File: src/rtl/dff_bank_arbiter_pkg.sv
// Shared types and helpers for the DFF-bank arbiter: slot state encoding and
// a constant clog2 used to size requester indices.
package dff_bank_pkg;

    typedef enum logic {
        EMPTY = 1'b0,
        FULL  = 1'b1
    } state_t;

    function automatic int clog2(input int n);
        int r;
        r = 0;
        for (int v = n - 1; v > 0; v = v >> 1) begin
            r = r + 1;
        end
        return r;
    endfunction

endpackage

File: src/rtl/dff_bank_arbiter_if.sv
// Requester/downstream bundle for dff_bank_arbiter. The lock vector exists only
// when DFF_BANK_ARBITER_LOCK_EN is defined.
interface dff_bank_arbiter_if
    import dff_bank_pkg::*;
#(
    parameter int NREQ = 4,
    parameter int DW   = 8
) ();
    localparam int IDW = clog2(NREQ);

    logic [NREQ-1:0]    req;
    logic [NREQ*DW-1:0] wdata;
    logic [NREQ-1:0]    gnt;
    logic [DW-1:0]      q;
    logic [IDW-1:0]     q_src;
    logic               q_vld;
    logic               q_rdy;
`ifdef DFF_BANK_ARBITER_LOCK_EN
    logic [NREQ-1:0]    lock;

    modport master (output req, wdata, q_rdy, lock, input gnt, q, q_src, q_vld);
    modport slave  (input req, wdata, q_rdy, lock, output gnt, q, q_src, q_vld);
`else
    modport master (output req, wdata, q_rdy, input gnt, q, q_src, q_vld);
    modport slave  (input req, wdata, q_rdy, output gnt, q, q_src, q_vld);
`endif

endinterface

File: src/rtl/dff_bank_arbiter_rr_pick.sv
// Combinational round-robin picker: first set bit of i_elig searching from
// i_ptr upward with wrap-around.
module rr_pick
    import dff_bank_pkg::*;
#(
    parameter int NREQ = 4,
    localparam int IDW = clog2(NREQ)
) (
    input  logic [NREQ-1:0] i_elig,
    input  logic [IDW-1:0]  i_ptr,
    output logic [IDW-1:0]  o_win,
    output logic            o_any
);

    logic [IDW-1:0] w_idx;

    // Walk the search order backwards so the earliest eligible index is written last.
    always_comb begin
        o_win = '0;
        o_any = 1'b0;
        w_idx = '0;
        for (int k = NREQ - 1; k >= 0; k--) begin
            w_idx = IDW'((int'(i_ptr) + k) % NREQ);
            o_win = i_elig[w_idx] ? w_idx : o_win;
            o_any = o_any | i_elig[w_idx];
        end
    end

endmodule

File: src/rtl/dff_bank_arbiter.sv
// Round-robin arbiter capturing one requester's word per cycle into a shared
// valid/ready output slot. Optional priority lock: DFF_BANK_ARBITER_LOCK_EN.
module dff_bank_arbiter
    import dff_bank_pkg::*;
#(
    parameter int NREQ = 4,
    parameter int DW   = 8
) (
    input  logic             clk,
    input  logic             rest,
    dff_bank_arbiter_if.slave bus
);
    localparam int IDW = clog2(NREQ);

    state_t          r_state;
    logic [DW-1:0]   r_q;
    logic [IDW-1:0]  r_src;
    logic            r_vld;
    logic [NREQ-1:0] r_gnt;
    logic [IDW-1:0]  r_ptr;

    logic [NREQ-1:0] w_elig;
    logic [IDW-1:0]  w_win;
    logic            w_any;
    logic            w_free;
    logic [DW-1:0]   w_sel;
    logic [IDW-1:0]  w_ptr_nxt;

    // A requester granted this cycle has not yet dropped req, so mask it out.
    assign w_elig = bus.req & ~r_gnt;
    assign w_free = (r_state == EMPTY) || bus.q_rdy;

    rr_pick #(.NREQ(NREQ)) u_pick (
        .i_elig (w_elig),
        .i_ptr  (r_ptr),
        .o_win  (w_win),
        .o_any  (w_any)
    );

    // Data mux for the winning requester's word.
    always_comb begin
        w_sel = '0;
        for (int i = 0; i < NREQ; i++) begin
            w_sel = (w_win == IDW'(i)) ? bus.wdata[i*DW +: DW] : w_sel;
        end
    end

    // Next search start: just past the winner, or the winner itself when locked.
    always_comb begin
        w_ptr_nxt = (w_win == IDW'(NREQ - 1)) ? '0 : w_win + IDW'(1);
`ifdef DFF_BANK_ARBITER_LOCK_EN
        if (bus.lock[w_win]) begin
            w_ptr_nxt = w_win;
        end else begin
            w_ptr_nxt = (w_win == IDW'(NREQ - 1)) ? '0 : w_win + IDW'(1);
        end
`endif
    end

    // Slot FSM: capture when free and something is eligible, drain otherwise, hold on stall.
    always_ff @(posedge clk) begin
        if (!rest) begin
            r_state <= EMPTY;
            r_q     <= '0;
            r_src   <= '0;
            r_vld   <= 1'b0;
            r_gnt   <= '0;
            r_ptr   <= '0;
        end else begin
            case (r_state)
                EMPTY, FULL: begin
                    if (w_free && w_any) begin
                        r_state <= FULL;
                        r_q     <= w_sel;
                        r_src   <= w_win;
                        r_vld   <= 1'b1;
                        r_gnt   <= NREQ'(1) << w_win;
                        r_ptr   <= w_ptr_nxt;
                    end else if (w_free) begin
                        r_state <= EMPTY;
                        r_vld   <= 1'b0;
                        r_gnt   <= '0;
                    end else begin
                        r_gnt   <= '0;
                    end
                end
                default: begin
                    r_state <= EMPTY;
                    r_vld   <= 1'b0;
                    r_gnt   <= '0;
                end
            endcase
        end
    end

    assign bus.q     = r_q;
    assign bus.q_src = r_src;
    assign bus.q_vld = r_vld;
    assign bus.gnt   = r_gnt;

endmodule

File: src/flat_wrapper.sv
// flat-port wrapper written by rule: the top's interface ports become plain ports
module dff_bank_arbiter_flat import dff_bank_pkg::*;
#(
    parameter int NREQ = 4,
    parameter int DW   = 8
)
  (clk, rest, bus_req, bus_wdata, bus_q_rdy, bus_gnt, bus_q, bus_q_src, bus_q_vld);
  dff_bank_arbiter_if #(.NREQ(NREQ), .DW(DW)) bus_i ();
  input  logic clk;
  input  logic rest;
  input wire logic [$bits(bus_i.req)-1:0] bus_req;
  input wire logic [$bits(bus_i.wdata)-1:0] bus_wdata;
  input wire logic [$bits(bus_i.q_rdy)-1:0] bus_q_rdy;
  output wire logic [$bits(bus_i.gnt)-1:0] bus_gnt;
  output wire logic [$bits(bus_i.q)-1:0] bus_q;
  output wire logic [$bits(bus_i.q_src)-1:0] bus_q_src;
  output wire logic [$bits(bus_i.q_vld)-1:0] bus_q_vld;
  assign bus_i.req = bus_req;
  assign bus_i.wdata = bus_wdata;
  assign bus_i.q_rdy = bus_q_rdy;
  assign bus_gnt = bus_i.gnt;
  assign bus_q = bus_i.q;
  assign bus_q_src = bus_i.q_src;
  assign bus_q_vld = bus_i.q_vld;
  dff_bank_arbiter #(.NREQ(NREQ), .DW(DW)) u_core (.clk(clk), .rest(rest), .bus(bus_i));
endmodule
File: config.mk
export PLATFORM = sky130hd
export DESIGN_NAME = dff_bank_arbiter_flat
export DESIGN_NICKNAME = d
export VERILOG_FILES = /design/src/rtl/dff_bank_arbiter_pkg.sv /design/src/rtl/dff_bank_arbiter_if.sv /design/src/rtl/dff_bank_arbiter_rr_pick.sv /design/src/rtl/dff_bank_arbiter.sv /design/src/flat_wrapper.sv
export SDC_FILE = /design/constraint.sdc
export NUM_CORES = 1
export LEC_CHECK = 0
export ABC_CLOCK_PERIOD_IN_PS = 3500
export BUFFER_PORTS_ARGS = -buffer_cell sky130_fd_sc_hd__buf_4
export CAP_MARGIN = 20
export CELL_PAD_IN_SITES_DETAIL_PLACEMENT = 1
export CELL_PAD_IN_SITES_GLOBAL_PLACEMENT = 1
export CORE_UTILIZATION = 33
export CTS_BUF_LIST = sky130_fd_sc_hd__clkbuf_4 sky130_fd_sc_hd__clkbuf_8
export DETAILED_ROUTE_END_ITERATION = 6
export PLACE_DENSITY = 0.95
export SYNTH_ARGS = -nofsm -noshare
export SYNTH_HDL_FRONTEND = slang
export SYNTH_SLANG_ARGS = --single-unit
export TNS_END_PERCENT = 1
File: constraint.sdc
create_clock -name clk -period 3.5 [get_ports clk]
set_input_delay 0.175 -clock clk [delete_from_list [all_inputs] [get_ports clk]]
set_output_delay 0.175 -clock clk [all_outputs]
set_load 0.005 [all_outputs]
==> summary.txt, run 1 <==
status -> finished with violations
violated checks -> DRC
fillers -> 358
Mean Syn Cell Area -> 7.51 um2
Slew Limit Fails -> 0
commonest cells in the netlist -> a21oi_1 (26), dfxtp_1 (17), nand2_1 (14), o21ai_0 (14), inv_1 (9)
largest net degree at the start of global routing -> 24
via count -> 1131
Slew HR -> 47.2%
first-pass GRT wire length -> 5460 um
Critical Path Source -> u_core.bus.gnt[1]
post-route minimum period -> 2.46 ns
initial antenna violation count -> 0
count leader, synth -> a21oi_1
Max FO, Critical Path -> 16
Tcrit/Tclk final -> 70.4%
post-CTS sizing -> 0
Mapped Area -> 998 um2
I/O Buffers -> 53
CP max stage cell -> ha_1
hold_buf cts -> 0
Final Instance Area -> 1420 um2
area post-placement -> 1390 um2
crit path to -> u_core.bus.q[7]
Yosys warnings -> 0
share of layout cells above drive strength 1 -> 34.4%
area delta synth->final -> 41.7%
crit-path cells -> and2b_1 -> a21oi_1 -> o21ai_1 -> inv_1 -> ha_1 -> a21oi_1 -> o21ai_0 -> a22oi_1 -> a21oi_1
R2R setup slack -> 1.04 ns
final setup vio count -> 0
LEAKAGE -> 0.675 nW
max-cap violations -> 0
final wirelength -> 3300 um
gr usage total -> 21.6%
instance count of the mapped netlist -> 133
pwr/cell area -> 524 nW/um2
vias per cell -> 5.36
FP Rows -> 19
CP Data Arrival Time -> 2.63 ns
Util after Layout -> 50.4%
Longest Clk Path Bufs -> 2
antenna-violating nets left -> 0
most frequent cell on the critical path -> a21oi_1
die area -> 3250 um2
hpwl dp -> 2540 um
Crit path max-delay family -> compound AO/OA/AOI/OAI gates
number of synthesized flops with an enable pin -> 0
largest area contributor in the netlist -> dfxtp_1
FMAX -> 406 MHz
setup TNS -> 0 ns
ant diodes -> 0
Crit. End Element -> flop
crit path buf inv count -> 1
clk_lat worst skew -> 0.30 ns
drt wl/cell -> 15.6 um
global route total overflow -> 0
RSZ-0062 raised after global routing -> false
Post-route DRC -> 9
CP Class -> reg -> reg
DIE WIDTH -> 57.0 um
core footprint -> 2810 um2
TritonRoute pass-1 iters -> 6
io pins -> 54
top_reg_cell synth -> dfxtp_1
Worst Tran Pin Value -> 0.793 ns
TritonCTS clock tree -> yes
htree depth -> 1
peak supply drop -> 0.000265 V
r2r endpoint -> u_core.bus.q[7]
worst r2r src -> u_core.bus.gnt[1]
WHS -> 0.186 ns
die height -> 57.0 um
startpoint types -> flop
top post-synthesis cells by area -> dfxtp_1 (34%), a21oi_1 (13%), o21ai_0 (7.0%)
Initial DRC Count -> 32
vias in the first global route -> 1185
initial core utilization -> 35.6%
Worst-path clk slew -> 0.12 ns
Synth Register Bits -> 17
NumNets Final -> 224
Tightest Hold Check Type -> in -> reg
async set-or-reset flop fraction in the synthesized netlist -> 0%
R2R depth -> 9
CTS root buf -> clkbuf_4
CTS buffer count -> 3
Crit path required time -> 3.67 ns
setup bufs post-CTS -> 0
gpl congestion -> 0.779
Pwr Total -> 0.000742 W
CP peak stage delay -> 0.42 ns
Crit. path cell count -> 9
syn nets -> 176
sequential element share of the synthesized area -> 34.1%
Yosys cell types -> 27
Yosys top cell area share -> 34.1%
startpoint of the most critical hold path -> bus_wdata[27]
Layout Skew -> 0.0167 ns
CTS sink cnt -> 17
Hold Fails Final Rpt -> 0
==> tightest hold or removal path: cells and delay by family <==
family                 cells  cell delay, ns
buffers and inverters      1            0.08
AO/OA/AOI/OAI              2            0.20
==> power breakdown <==
part	switching (W)	total (W)	internal, W
sequential	0.0000294	0.000263	0.000233
combinational	0.000199	0.000369	0.000170
clock	0.0000677	0.000110	0.0000425
==> worst min-delay path by stage <==
stage	cells past startpoint	slack [ns]	endpoint
6_report	3	0.19	u_core.bus.q[3]
5_1_grt	2	0.20	u_core.r_ptr[1]
4_1_cts	3	0.19	u_core.bus.q[3]
3_5_place_dp	2	0.48	u_core.bus.q_src[1]
3_3_place_gp	2	0.47	u_core.bus.q_src[1]
2_1_floorplan	1	0.33	u_core.bus.q_vld
==> metrics by stage <==
stage | setup WS (ns) | cells
global placement | 1.17 | 207
CTS | 0.988 | 211
floorplan | 1.26 | 133
detailed placement | 1.01 | 207
global route | 0.771 | 211
finish | 1.04 | 211
==> cell families after synthesis <==
family                   synth area share, %
adder cells (fa/ha/maj)                 5.01
AO/OA/AOI/OAI                           34.6
buffers and inverters                   8.52
AND/OR/NAND/NOR                         17.8
flip-flops                              34.1
==> flip-flops by register name, indices dropped and copies added, names as in the netlist <==
| signal | count |
|---|---|
| u_core.bus.gnt | 4 |
| u_core.bus.q | 8 |
| u_core.bus.q_vld | 1 |
| u_core.bus.q_src | 2 |
| u_core.r_ptr | 2 |
==> final cells by class <==
cell class	count	area, um2	share of cell area (%)
multi-input cells	96	573	40.5
clock inverters	1	5.00	0.354
repair buffers	53	398	28.1
flip-flops and latches	17	340	24.0
clock buffers	3	22.5	1.59
inverters	10	37.5	2.65
well taps	31	38.8	2.74
==> placed cells by master (no fill, tap or decap), drive strengths merged <==
| master | count |
|---|---|
| and2b | 1 |
| ha | 4 |
| clkinv | 1 |
| buf | 53 |
| nor2b | 4 |
| o21ai | 17 |
| nand3b | 2 |
| nand2b | 4 |
| a22oi | 8 |
| a21boi | 2 |
| a22o | 1 |
| clkbuf | 3 |
| o41a | 1 |
| nor3 | 6 |
| dfxtp | 17 |
| o211a | 1 |
| or3 | 1 |
| inv | 10 |
| o22ai | 3 |
| a21oi | 26 |
| nand2 | 14 |
| nor2 | 1 |
==> metal layers <==
layer / vias up / track usage, % / part of all wire [%] / wire [um]
met2: 42 / 41.8 / 53 / 1740
met3: 2 / 6.12 / 6.8 / 223
met1: 531 / 23.3 / 40 / 1330
li1: 556 / - / - / -
met5: - / 0 / 0 / 0
met4: 0 / 3.83 / 0.24 / 8
No activity file was read; power rests on OpenSTA's default activity.
==> inputs of run 2 (changes only) <==
--- a/config.mk
+++ b/config.mk
@@ -5,15 +5,15 @@
 export SDC_FILE = /design/constraint.sdc
 export NUM_CORES = 1
 export LEC_CHECK = 0
-export ABC_CLOCK_PERIOD_IN_PS = 3500
+export ABC_CLOCK_PERIOD_IN_PS = 2400
 export BUFFER_PORTS_ARGS = -buffer_cell sky130_fd_sc_hd__buf_4
 export CAP_MARGIN = 20
 export CELL_PAD_IN_SITES_DETAIL_PLACEMENT = 1
 export CELL_PAD_IN_SITES_GLOBAL_PLACEMENT = 1
-export CORE_UTILIZATION = 33
+export CORE_UTILIZATION = 31
 export CTS_BUF_LIST = sky130_fd_sc_hd__clkbuf_4 sky130_fd_sc_hd__clkbuf_8
 export DETAILED_ROUTE_END_ITERATION = 6
-export PLACE_DENSITY = 0.95
+export PLACE_DENSITY = 0.9
 export SYNTH_ARGS = -nofsm -noshare
 export SYNTH_HDL_FRONTEND = slang
 export SYNTH_SLANG_ARGS = --single-unit
==> constraint.sdc (replaced) <==
create_clock -name clk -period 2.4 [get_ports clk]
set_input_delay 0.12 -clock clk [delete_from_list [all_inputs] [get_ports clk]]
set_output_delay 0.12 -clock clk [all_outputs]
set_load 0.005 [all_outputs]
==> run 2 against run 1 <==
The run now ends clean. Routed wire length decreased by 1.9%. Die area increased by 6.2%. Clock power increased by 43%. Register-to-register slack got worse by 0.87 ns. Worst hold slack got worse by 0.065 ns. Highest routed layer unchanged.
==> summary.txt, run 2 (synthesis gave the netlist of run 1 again) <==
status -> finished, final reports clean
max FFs per register -> 8
via count -> 1152
TritonRoute pass-1 iters -> 4
hpwl dp -> 2640 um
sequential power share -> 34.7%
Worst Tran Pin Value -> 0.802 ns
Tcrit/Tclk final -> 93.0%
final wirelength -> 3230 um
Slew Limit Fails -> 0
Tightest Hold Check Type -> in -> reg
Util after Layout -> 48.1%
vias in the first global route -> 1253
CP Data Arrival Time -> 2.38 ns
max-cap violations -> 0
vias per cell -> 5.05
dpl ws -> 0.0553 ns
Clock Power Share -> 14.2%
post-route minimum period -> 2.23 ns
die area -> 3450 um2
FMAX -> 448 MHz
final worst slack -> 0.167 ns
Crit path required time -> 2.54 ns
Switching Fraction -> 39.0%
initial core utilization -> 32.7%
FP Rows -> 20
peak supply drop -> 0.000327 V
DIE WIDTH -> 58.8 um
Max FO, Critical Path -> 16
die height -> 58.8 um
largest net degree at the start of global routing -> 24
WHS -> 0.121 ns
area of the multi-input gates -> 581 um2
clk_lat worst skew -> 0.30 ns
first-pass GRT wire length -> 5370 um
Initial DRC Count -> 25
leading cell type in the layout, fill and taps excluded -> buf_4
startpoint types -> flop
pwr/cell area -> 752 nW/um2
Logic pwr share -> 51.1%
ant diodes -> 0
gpl congestion -> 0.844
Post-route DRC -> 0
NumNets Final -> 228
LEAKAGE -> 0.694 nW
Crit. End Element -> flop
CTS sink cnt -> 17
Slew HR -> 46.5%
gr usage total -> 20.3%
Register Area -> 340 um2
Sw Pwr -> 0.000431 W
Longest Clk Path Bufs -> 2
commonest cells after routing, fill and taps aside -> buf_4 (57), a21oi_1 (26), dfxtp_1 (17)
initial antenna violation count -> 0
area delta synth->final -> 47.1%
share of layout cells above drive strength 1 -> 37.0%
fillers -> 411
htree depth -> 1
io pins -> 54
Layout Skew -> 0.0109 ns
Hold Fails Final Rpt -> 0
CP Class -> reg -> reg
core footprint -> 3050 um2
antenna-violating nets left -> 0
I/O Buffers -> 53
CTS buffer count -> 3
hold_buf cts -> 0
Worst-path clk slew -> 0.11 ns
global route total overflow -> 0
final setup vio count -> 0
TritonCTS clock tree -> yes
internal power -> 0.000674 W
CTS root buf -> clkbuf_4
drt wl/cell -> 14.2 um
run 2: metal layers:
layer,vias up,GRT usage [%],wire length [um]
met5,-,0,0
met4,0,3.06,9
met3,2,5.05,180
met2,34,41.4,1810
met1,542,20.8,1230
li1,574,-,-
run 2: final cells by class:
cell class              instances  share of cell area [%]
well taps                      44                    3.75
inverters                      10                    2.56
multi-input cells              96                    39.5
flip-flops and latches         17                    23.2
clock buffers                   3                    1.53
clock inverters                 1                   0.341
repair buffers                 57                    29.1
run 2: repair_timing:
item,CTS,global route
gates resized for setup,0,2
endpoints found under the hold margin,0,0
setup buffers,0,0
endpoints found under the setup margin,0,8
run 2: path summary, 6_finish.rpt:
path	start	end	slack, ns	depth (start not counted)
setup / recovery	u_core.r_ptr[1]	u_core.bus.q[6]	0.17	9
hold / removal	bus_q_rdy	u_core.bus.q_vld	0.12	3
setup reg to reg	u_core.r_ptr[1]	u_core.bus.q[6]	0.17	9
hold reg to reg	u_core.bus.q_src[1]	u_core.bus.q_src[1]	0.49	2
run 2: metrics by stage:
step / total power [W] / instances / setup TNS, ns / area, um2
after detailed placement: 0.000951 / 224 / 0 / 1430
after CTS: 0.00111 / 228 / 0 / 1460
final: 0.00111 / 228 / 0 / 1470
after global placement: 0.000922 / 224 / 0 / 1430
after global routing: 0.00120 / 228 / -0.000161 / 1470
after floorplan: 0.000723 / 133 / 0 / 998
run 2: power by group through the flow:
stage	sequential, W	combinational, W	clock [W]
2_1_floorplan	0.000383	0.000340	0
3_3_place_gp	0.000385	0.000537	0
3_5_place_dp	0.000389	0.000562	0
4_1_cts	0.000384	0.000565	0.000163
5_1_grt	0.000392	0.000633	0.000172
6_report	0.000383	0.000564	0.000157
run 2: critical path: stages (launching register included):
cell and delay [ns]:
dfxtp_1 0.47, nor2_1 0.07, a22o_1 0.24, or3_4 0.42
inv_2 0.12, ha_1 0.16, buf_4 0.19, o21ai_0 0.12
a22oi_1 0.19, a21oi_1 0.10
